<file path="src/rtl/calculadora_sec.sv">
// calculadora_sec: button-driven registered ALU.
// Rising edges on boton_a / boton_b / boton_op load operand A, operand B and the
// opcode from the shared bus 'entrada'. An opcode load starts a one-cycle
// calculation whose result and flags are registered and announced by 'valido'.
// Buttons are assumed already synchronised to clk.
//
// Optional feature: define ACUMULADOR_EN to write every valid result back into
// operand A, so operations can be chained with only boton_b / boton_op.
module calculadora_sec #(
  parameter int unsigned b_dat = 8,  // data/operand width, >= 2
  parameter int unsigned b_op  = 6   // opcode width, <= b_dat
) (
  input  logic             clk,
  input  logic             reset,
  input  logic [b_dat-1:0] entrada,
  input  logic             boton_a,
  input  logic             boton_b,
  input  logic             boton_op,
  output logic [b_dat-1:0] rdo,
  output logic             carry,
  output logic             zero,
  output logic             error,
  output logic             valido,
  output logic             ocupado
);

  // Opcode map (MIPS funct-style encodings).
  localparam logic [b_op-1:0] OpAdd = b_op'(6'b100000);
  localparam logic [b_op-1:0] OpSub = b_op'(6'b100010);
  localparam logic [b_op-1:0] OpAnd = b_op'(6'b100100);
  localparam logic [b_op-1:0] OpOr  = b_op'(6'b100101);
  localparam logic [b_op-1:0] OpXor = b_op'(6'b100110);
  localparam logic [b_op-1:0] OpNor = b_op'(6'b100111);
  localparam logic [b_op-1:0] OpSrl = b_op'(6'b000010);
  localparam logic [b_op-1:0] OpSra = b_op'(6'b000011);

  // Shift amounts at or above this saturate; b_dat always fits in b_dat bits.
  localparam logic [b_dat-1:0] AnchoDat = b_dat'(b_dat);

  typedef enum logic {StReposo, StCalculo} estado_t;

  estado_t state_q, state_d;

  // Operand and opcode registers.
  logic [b_dat-1:0] a_q, b_q;
  logic [b_op-1:0]  op_q;

  // Button edge detection.
  logic prev_a, prev_b, prev_op;
  logic edge_a, edge_b, edge_op;

  // Load strobes decoded from the FSM.
  logic ld_a, ld_b, ld_op, ld_res;

  // Combinational ALU results.
  logic [b_dat-1:0] alu_rdo;
  logic             alu_carry;
  logic             alu_err;
  logic [b_dat:0]   suma, resta;

  // Button history; loading the live level during reset suppresses edges from
  // buttons held through reset.
  always_ff @(posedge clk) begin
    prev_a  <= boton_a;
    prev_b  <= boton_b;
    prev_op <= boton_op;
  end

  assign edge_a  = boton_a  & ~prev_a;
  assign edge_b  = boton_b  & ~prev_b;
  assign edge_op = boton_op & ~prev_op;

  // FSM state register.
  always_ff @(posedge clk) begin
    if (reset) begin
      state_q <= StReposo;
    end else begin
      state_q <= state_d;
    end
  end

  // FSM next-state: an opcode edge starts a single calculation cycle.
  always_comb begin
    state_d = state_q;
    unique case (state_q)
      StReposo:  if (edge_op) state_d = StCalculo;
      StCalculo: state_d = StReposo;
    endcase
  end

  // FSM outputs: loads only happen in REPOSO, so edges during CALCULO are lost.
  always_comb begin
    ld_a    = 1'b0;
    ld_b    = 1'b0;
    ld_op   = 1'b0;
    ld_res  = 1'b0;
    ocupado = (state_q == StCalculo);
    unique case (state_q)
      StReposo: begin
        ld_a  = edge_a;
        ld_b  = edge_b;
        ld_op = edge_op;
      end
      StCalculo: ld_res = 1'b1;
    endcase
  end

  // ALU: pure function of the registered operands and opcode.
  always_comb begin
    suma      = {1'b0, a_q} + {1'b0, b_q};
    resta     = {1'b0, a_q} - {1'b0, b_q};
    alu_rdo   = '0;
    alu_carry = 1'b0;
    alu_err   = 1'b0;
    case (op_q)
      OpAdd: begin
        alu_rdo   = suma[b_dat-1:0];
        alu_carry = suma[b_dat];
      end
      OpSub: begin
        // Top bit of the widened difference is the borrow (A < B unsigned).
        alu_rdo   = resta[b_dat-1:0];
        alu_carry = resta[b_dat];
      end
      OpAnd: alu_rdo = a_q & b_q;
      OpOr:  alu_rdo = a_q | b_q;
      OpXor: alu_rdo = a_q ^ b_q;
      OpNor: alu_rdo = ~(a_q | b_q);
      OpSrl: begin
        if (b_q >= AnchoDat) alu_rdo = '0;
        else                 alu_rdo = a_q >> b_q;
      end
      OpSra: begin
        if (b_q >= AnchoDat) alu_rdo = {b_dat{a_q[b_dat-1]}};
        else                 alu_rdo = $unsigned($signed(a_q) >>> b_q);
      end
      default: alu_err = 1'b1;
    endcase
  end

  // Datapath registers: operands, opcode, result and flags.
  always_ff @(posedge clk) begin
    if (reset) begin
      a_q    <= '0;
      b_q    <= '0;
      op_q   <= '0;
      rdo    <= '0;
      carry  <= 1'b0;
      zero   <= 1'b1;
      error  <= 1'b0;
      valido <= 1'b0;
    end else begin
      valido <= ld_res;
      if (ld_a)  a_q  <= entrada;
      if (ld_b)  b_q  <= entrada;
      if (ld_op) op_q <= entrada[b_op-1:0];
      if (ld_res) begin
        rdo   <= alu_rdo;
        carry <= alu_carry;
        zero  <= (alu_rdo == '0);
        error <= alu_err;
`ifdef ACUMULADOR_EN
        // ld_a and ld_res are never both set, so an A edge still wins in REPOSO.
        if (!alu_err) a_q <= alu_rdo;
`endif
      end
    end
  end

endmodule

</file>
<file path="config.mk">
export PLATFORM = sky130hd
export DESIGN_NAME = calculadora_sec
export DESIGN_NICKNAME = d
export VERILOG_FILES = /design/src/rtl/calculadora_sec.sv
export SDC_FILE = /design/constraint.sdc
export NUM_CORES = 1
export LEC_CHECK = 0
export BUFFER_PORTS_ARGS = -buffer_cell sky130_fd_sc_hd__buf_2
export CAP_MARGIN = 10
export CORE_ASPECT_RATIO = 0.8
export CORE_MARGIN = 2
export CORE_UTILIZATION = 35
export CTS_CLUSTER_SIZE = 10
export DETAILED_ROUTE_END_ITERATION = 10
export SYNTH_ARGS = -nofsm -noshare
export SYNTH_HDL_FRONTEND = slang
export SYNTH_SLANG_ARGS = --single-unit
</file>
<file path="constraint.sdc">
create_clock -name clk -period 2.95 [get_ports clk]
set_clock_uncertainty 0.15 [all_clocks]
set_input_delay 0.1475 -clock clk [delete_from_list [all_inputs] [get_ports clk]]
set_output_delay 0.1475 -clock clk [all_outputs]
set_load 0.02 [all_outputs]
</file>
== Word-level counts from Yosys, hierarchy flattened ==
Index checks and enable logic that the tools add are counted.
W data, S select, Z words.

* Flip-flop bits (word level): 38
* Output and inout bits: 13

* $add $sub $neg: 2
* $lt $le $gt $ge: 1
* Equality and inequality tests: 8
* Shift-type cells: 2
* Multiplexer cells: 11
* Bitwise logic cells: 11
* Reductions and logical operators: 2

{| class="wikitable"
|+ Operator list
! cell !! count
|-
| $pmux W8 S8 || 1
|-
| $eq A6 B6 Y1 const B || 6
|-
| $mux W8 || 2
|-
| $eq A6 B2 Y1 const B || 2
|-
| $add A8 B8 Y9 || 1
|-
| $sub A8 B8 Y9 || 1
|-
| $and A8 B8 Y8 || 1
|-
| $ge A8 B4 Y1 const B || 1
|-
| $logic_not A8 Y1 || 1
|-
| $not A8 Y8 || 1
|-
| $or A8 B8 Y8 || 1
|-
| $reduce_or A8 Y1 || 1
|-
| $shr A8 B8 Y8 || 1
|-
| $sshr A8 B8 Y8 || 1
|-
| $xor A8 B8 Y8 || 1
|-
| $mux W1 || 6
|-
| $not A1 Y1 || 4
|-
| $pmux W1 S2 || 2
|-
| $and A1 B1 Y1 || 3
|}

== Logic depth before layout (Yosys ltp) ==
Gate-level depths: netlist of the first run.

* Depth in word-level cells: 4
* Gate-level depth with buffers: 11
* Mapped depth without buffers: 11

== Least setup slack after synthesis of the first run ==
Ideal clock, no wire load.

* Path kind: register -> register
* Start point: register b_q[1]
* End point: register zero
* Library setup time: 0.084 ns
* Data arrival time: 2.326 ns
* Data required time: 2.716 ns
* Slack: 0.390 ns
* Cell stages (with the launch flop): 11
* Path through: dfxtp_1 -> buf_4 -> inv_1 -> fa_1 -> nor3b_1 -> o31a_1 -> o211ai_1 -> nand4_1 -> a2111oi_2 -> nand4_1 -> o31ai_2

* Cells in the longest elaborated chain, start to end: 4

{| class="wikitable"
|+ Ends and longest elaborated chain
! element !! line !! text
|-
| start: declaration || 45 || <nowiki>logic [b_dat-1:0] a_q, b_q;</nowiki>
|-
| start signal: assignment || 155 || <nowiki>if (ld_b) b_q <= entrada;</nowiki>
|-
| $ge A8 B4 Y1 (tied with other cells) || 130, 134 ||
|-
| $mux W8 (tied with other cells) || 134 || <nowiki>if (b_q >= AnchoDat) alu_rdo = {b_dat{a_q[b_dat-1]}};</nowiki>
|-
| $pmux W8 S8 * || 115 || <nowiki>case (op_q)</nowiki>
|-
| $logic_not A8 Y1 * || 160 || <nowiki>zero <= (alu_rdo == '0);</nowiki>
|-
| end signal: assignment || 160 ||
|-
| end: declaration || 21 || <nowiki>output logic zero,</nowiki>
|}

Mark *: on every way between the ends. The rest lies on a longest branch, timed or not.
A chain may end at the register's enable or synchronous reset.

== Final worst setup path of the first run ==
* Start point: register a_q[4]
* End point: register zero

* Cells in the longest elaborated chain, start to end: 4

{| class="wikitable"
|+ Ends and longest elaborated chain
! element !! line !! text
|-
| start: declaration || 45 ||
|-
| start signal: assignment || 154 || <nowiki>if (ld_a) a_q <= entrada;</nowiki>
|-
| branches (longest 2 deep; another with $sub A8 B8 Y9) || - ||
|-
| $pmux W8 S8 * || 115 ||
|-
| $logic_not A8 Y1 * || 160 ||
|}

Every way passes the cells marked *.

==> results.cfg, run 1 <==
[status]
status = complete, no violations

[floorplan]
io_pins = 26
die_x_um = 109
dieArea_um2 = 9510
start_util = 0.361
dieHeight_um = 87.6
rows = 30
core_um2 = 8480

[timing]
worst_pin_slew_ns = 0.623
setup_tns_ns = 0
setup_viol = 0
min_period_ns = 2.71
rsz0062_at_grt = no
finalHoldViolCount = 0
fmax_mhz = 369
post-route-period-util = 0.919
holdWs_ns = 0.0165
final_max_slew_viol_count = 0
relSlewSlack = 0.578

[worst_setup_path]
cp.required_ns = 3.02
worst-path-max-fanout = 10
start_kind = register
cp_data_arrival_time_ns = 2.78
endpoint_kind = register
crit_type = reg2reg

[synth]
synth_area_per_cell_um2 = 7.83
postSynth.asyncResetShare = 0
synth_warnings = 0
synth_edf_count = 0
yosys_most_used_dff = dfxtp_1
synth_top_area_frac = 0.249
syn_inst = 391
yosysTopAreaCell = dfxtp_1
yosysUniqueCellTypes = 64
ys_seq_area_frac = 0.249
ys_ff_latch = 38
synth_nets = 431
syn_area_um2 = 3060
synth.area.top_cells = dfxtp_1 25%, ha_1 10%, nor2_1 8.0%, a21oi_1 5.9%, mux2i_1 5.2%

[place]
port_buffers = 25
placed_cells = 523
post-dp-hpwl_mm = 6.73
gp_congestion = 0.962

[clocking]
cts_root_buffer = clkbuf_8
numCtsBuffers = 5
clock-sinks = 38
htreeDepth = 2
post_cts_buffers = 0
tritoncts = built
clkTransAtPathRegs_ns = 0.08
clk_latency_ns = 0.29
clock_path_buffers = 2

[global_route]
grt_pass1_wl_mm = 14.4
grt_max_degree = 34
grt_overflow = 0
first_global_vias = 2755
antenna_found_initial = 0
grtUsageTotal = 0.196

[pwr]
power_frac_seq = 0.445
swShare = 0.332
clockPowerShare = 0.278
internal_power_mw = 0.844
leakage_nw = 1.41
p_sw_mw = 0.419
vdd_ir_drop_max_uv = 179
power_density_nw_per_um2 = 356
comb_power_share = 0.277

[layout]
final_cells = 540
drive_gt1_frac = 0.166
nNetsFinal = 468
antenna_cells = 0
fill_cells = 880
area_delta_synth_final_pct = 16.0

[worst_hold_path]
hp-class = in2reg

[drt]
drc = 0
viasPerCell = 5.55
drtPass1Iterations = 5
drt-initial-drc-count = 190
wl_mm = 8.74
wl_per_cell_um = 16.2
vias = 2998
ant_nets = 0

[run]
drv_cap = 0
critical path, stage by stage, from the launching register on:
cell and delay [ns]:
dfxtp_1 0.47, inv_1 0.11, ha_2 0.43, nor3_1 0.07, a2111oi_1 0.43, buf_4 0.19, a211oi_1 0.08, xnor2_1 0.13
a21oi_1 0.23, nand4_1 0.16, o31ai_2 0.19
area by class of cell:
type                    instances  area, um^2  share of cell area
multi-input cells             301        2090               0.590
flip-flops and latches         38         761               0.214
repair buffers                 55         375               0.106
well taps                     112         140              0.0395
inverters                      27         101              0.0285
clock buffers                   5        68.8              0.0194
clock inverters                 2        10.0             0.00282
worst paths after layout:
check,from,end,slack (ns),cells after the start
min reg2reg,rdo[3]$_SDFFE_PP0P_,rdo[3]$_SDFFE_PP0P_,0.33,2
max,a_q[4]$_SDFFE_PP0P_,zero$_SDFFE_PP1P_,0.24,10
max reg2reg,a_q[4]$_SDFFE_PP0P_,zero$_SDFFE_PP1P_,0.24,10
min,entrada[1],b_q[1]$_SDFFE_PP0P_,0.02,3
logic make-up (layout without fill, tap and decap cells):
kind of cell,count (synthesis),after routing,synth area share
multiplexers,22,22,0.0867
adder cells (fa/ha/maj),27,27,0.115
flip-flops,38,38,0.249
AO/OA/AOI/OAI,99,99,0.218
buffers and inverters,52,89,0.0715
AND/OR/NAND/NOR,141,141,0.226
XOR/XNOR,12,12,0.0343
metal layers:
metal / global-route usage / vias up / wire length, um
met1: 0.273 / 1374 / 4170
met4: 0.0571 / 0 / 170
met2: 0.305 / 129 / 3790
met3: 0.0417 / 22 / 612
li1: - / 1473 / -
met5: 0 / - / 0
registers in the layout, summed over array words and instances, names as in the netlist:
register and cells:
carry 1, error 1, prev_a 1, valido 1, prev_b 1, zero 1
b_q 8, prev_op 1, rdo 8, op_q 6, a_q 8, ocupado 1
power by group through the flow:
stage	combinational (mW)	sequential (mW)	clock, mW
global route	0.390	0.565	0.384
CTS	0.345	0.561	0.368
finish	0.350	0.562	0.351
global placement	0.337	0.572	0
floorplan	0.233	0.576	0
detailed placement	0.334	0.574	0
metrics by stage:
step / area (um^2) / worst slack (ns) / total power, mW / utilization
floorplan: 3060 / 0.390 / 0.809 / -
global placement: 3370 / 0.0803 / 0.909 / 0.397
detailed placement: 3370 / 0.127 / 0.907 / 0.397
CTS: 3550 / 0.114 / 1.27 / 0.418
global route: 3550 / 0.0230 / 1.34 / 0.419
finish: 3550 / 0.239 / 1.26 / 0.419
timing repair:
item,in CTS,in global routing
hold buffers,10,0
gates resized for setup,0,3
endpoints found under the hold margin,21,0
setup endpoints to repair,0,1
placed cells by master, fill, tap and decap left out, types with 4 or more instances in the layout:
cell | netlist | layout
nor2_1 | 65 | 65
dfxtp_1 | 38 | 38
a21oi_1 | 36 | 36
inv_1 | 27 | 27
buf_2 | 6 | 25
ha_1 | 25 | 24
buf_4 | 2 | 20
nand2_1 | 17 | 17
mux2i_1 | 16 | 16
nor3_1 | 13 | 13
dlygate4sd3_1 | 0 | 10
xnor2_1 | 9 | 9
nand3_1 | 8 | 8
a211oi_1 | 8 | 8
o21ai_0 | 7 | 7
o211ai_1 | 6 | 6
a31oi_1 | 6 | 6
nand4_1 | 5 | 5
clkbuf_8 | 0 | 5
nor3b_1 | 6 | 4
nand2b_1 | 4 | 4
synthesized netlist by cell type, types with 3 or more instances:
cell type / n
o22ai_1: 3
nor3b_1: 6
mux2_2: 3
a21oi_1: 36
and3_1: 3
mux2i_1: 16
inv_1: 27
xor2_1: 3
o211a_1: 3
nand2_1: 17
o21ai_0: 7
clkbuf_1: 15
o211ai_1: 6
a31oi_1: 6
o21bai_1: 3
a211oi_1: 8
nand4_1: 5
nor2b_1: 3
xnor2_1: 9
a32oi_1: 3
nand3_1: 8
buf_2: 6
ha_1: 25
dfxtp_1: 38
nor3_1: 13
nor2_1: 65
nand2b_1: 4
No activity file was read; power rests on OpenSTA's default activity.
==> run 2, diff against run 1 <==
--- a/config.mk
+++ b/config.mk
@@ -9,7 +9,7 @@
 export CAP_MARGIN = 10
 export CORE_ASPECT_RATIO = 0.8
 export CORE_MARGIN = 2
-export CORE_UTILIZATION = 35
+export CORE_UTILIZATION = 45
 export CTS_CLUSTER_SIZE = 10
 export DETAILED_ROUTE_END_ITERATION = 10
 export SYNTH_ARGS = -nofsm -noshare
==> run 2 against run 1 <==
Compared with the run above: non-clock buffer count rose by 3; total power rose by 8.9%; routed wire length rose by 3.8%; final cell count fell by 4.4%; clock power rose by 28%; sequential power rose by 0.7%; fmax fell by 2.2%; die area fell by 21%; core utilization rose by 14 points; critical path type unchanged; highest routed layer unchanged.
==> results.cfg, run 2 (synthesized netlist as in run 1, its figures left out) <==
[clocking]
cts_root_buffer = clkbuf_8
clock_path_buffers = 2
clk_latency_ns = 0.29
numCtsBuffers = 5
clock-sinks = 38
clkTransAtPathRegs_ns = 0.08
htreeDepth = 2
tritoncts = built

[global_route]
gr-usage-met1 = 0.392
met2_usage = 0.358
first_global_vias = 2710
grt_max_degree = 34
grt_overflow = 0
grt_pass1_wl_mm = 14.5
grtUsageTotal = 0.252
grt_busiest_layer = met1
antenna_found_initial = 0
met3_usage = 0.0427

[drt]
wl_per_cell_um = 17.6
vias = 3037
viasPerCell = 5.89
ant_nets = 0
drt-initial-drc-count = 190
wl_mm = 9.07
drtPass1Iterations = 5
drc = 0

[timing]
fmax_mhz = 361
setup_tns_ns = 0
setup_slack_ns = 0.177
rsz0062_at_grt = no
holdWs_ns = 0.211
worst_pin_slew_ns = 0.664
post-route-period-util = 0.940
min_period_ns = 2.77
relSlewSlack = 0.551
final_max_slew_viol_count = 0
setup_viol = 0
finalHoldViolCount = 0

[pwr]
vdd_ir_drop_max_uv = 182
power_density_nw_per_um2 = 384
finalPower_mw = 1.38
leakage_nw = 1.43

[worst_setup_path]
cp_data_arrival_time_ns = 2.84
cp.required_ns = 3.02
worst-path-max-fanout = 4
r2r_cells = 11
endpoint_kind = register
start_kind = register
crit_type = reg2reg

[layout]
reg.largest.list = a_q: 8 flops, b_q: 8 flops, rdo: 8 flops
drive_gt1_frac = 0.176
antenna_cells = 0
mostFrequentLayoutCells = 65 x nor2_1, 38 x dfxtp_1, 36 x a21oi_1
final_cells = 516
nNetsFinal = 471
regArea_um2 = 761
design_area_um2 = 3590
fill_cells = 602
final_common_cell = nor2_1
finish.utilization = 0.554
multi_input_area_um2 = 2110
area_delta_synth_final_pct = 17.2

[floorplan]
dieHeight_um = 77.8
core_um2 = 6470
dieArea_um2 = 7480
io_pins = 26
start_util = 0.473
die_x_um = 96.2
rows = 26

[place]
pre_cts_slack_ns = 0.209
port_buffers = 25
placed_cells = 497
gp_congestion = 0.951
place_area_um2 = 3350
post-dp-hpwl_mm = 6.76

[worst_hold_path]
hold_depth = 2
hp-class = in2reg

[run]
drv_cap = 0

[status]
status = complete, no violations
[run 2: cell count changes in the layout (fill, tap and decap cells not counted), moves of 2 or more]
cell / delta
buf_4: +2
clkbuf_1: +2
clkinv_2: -2
nor3b_1: -2
nor3b_2: +2
[run 2: critical path: stages, from the launching register on]
cell and delay [ns]:
dfxtp_1 0.32, inv_1 0.12, ha_1 0.19, inv_1 0.06
fa_1 0.37, nor3b_2 0.19, o31a_1 0.28, o211ai_1 0.17
nand4_1 0.17, a2111oi_2 0.32, nand4_1 0.16, o31ai_2 0.19
[run 2: cell type report]
type / instances / area share
clock buffer: 7 / 0.0213
clock inverter: 1 / 0.00837
inverter: 27 / 0.0283
multi-input combinational: 301 / 0.589
sequential: 38 / 0.212
tap: 84 / 0.0293
timing repair buffer: 58 / 0.112
[run 2: power breakdown]
group,switching (mW),internal [mW],total (mW)
clock network,0.197,0.253,0.450
registers,0.0298,0.536,0.566
logic,0.207,0.153,0.360
[run 2: metal layers]
layer  up-vias  part of all wire  wire, um
li1       1476                 -         -
met1      1415              0.51      4610
met2       132              0.41      3760
met3        14             0.065       586
met4         0             0.012       112
met5         -                 0         0
[run 2: final timing paths]
| check | start | to | slack [ns] |
|---|---|---|---|
| worst max register to register | a_q[0]$_SDFFE_PP0P_ | zero$_SDFFE_PP1P_ | 0.18 |
| worst min-delay path | reset | rdo[1]$_SDFFE_PP0P_ | 0.21 |
| worst min register to register | rdo[3]$_SDFFE_PP0P_ | rdo[3]$_SDFFE_PP0P_ | 0.33 |
| worst max-delay path | a_q[0]$_SDFFE_PP0P_ | zero$_SDFFE_PP1P_ | 0.18 |
[run 2: timing repair]
action | in CTS | in global routing
buffers inserted | 0 | 0
hold endpoints to repair | 24 | 0
endpoints found under the setup margin | 0 | 3
resized for setup | 0 | 6
hold buffers | 11 | 0
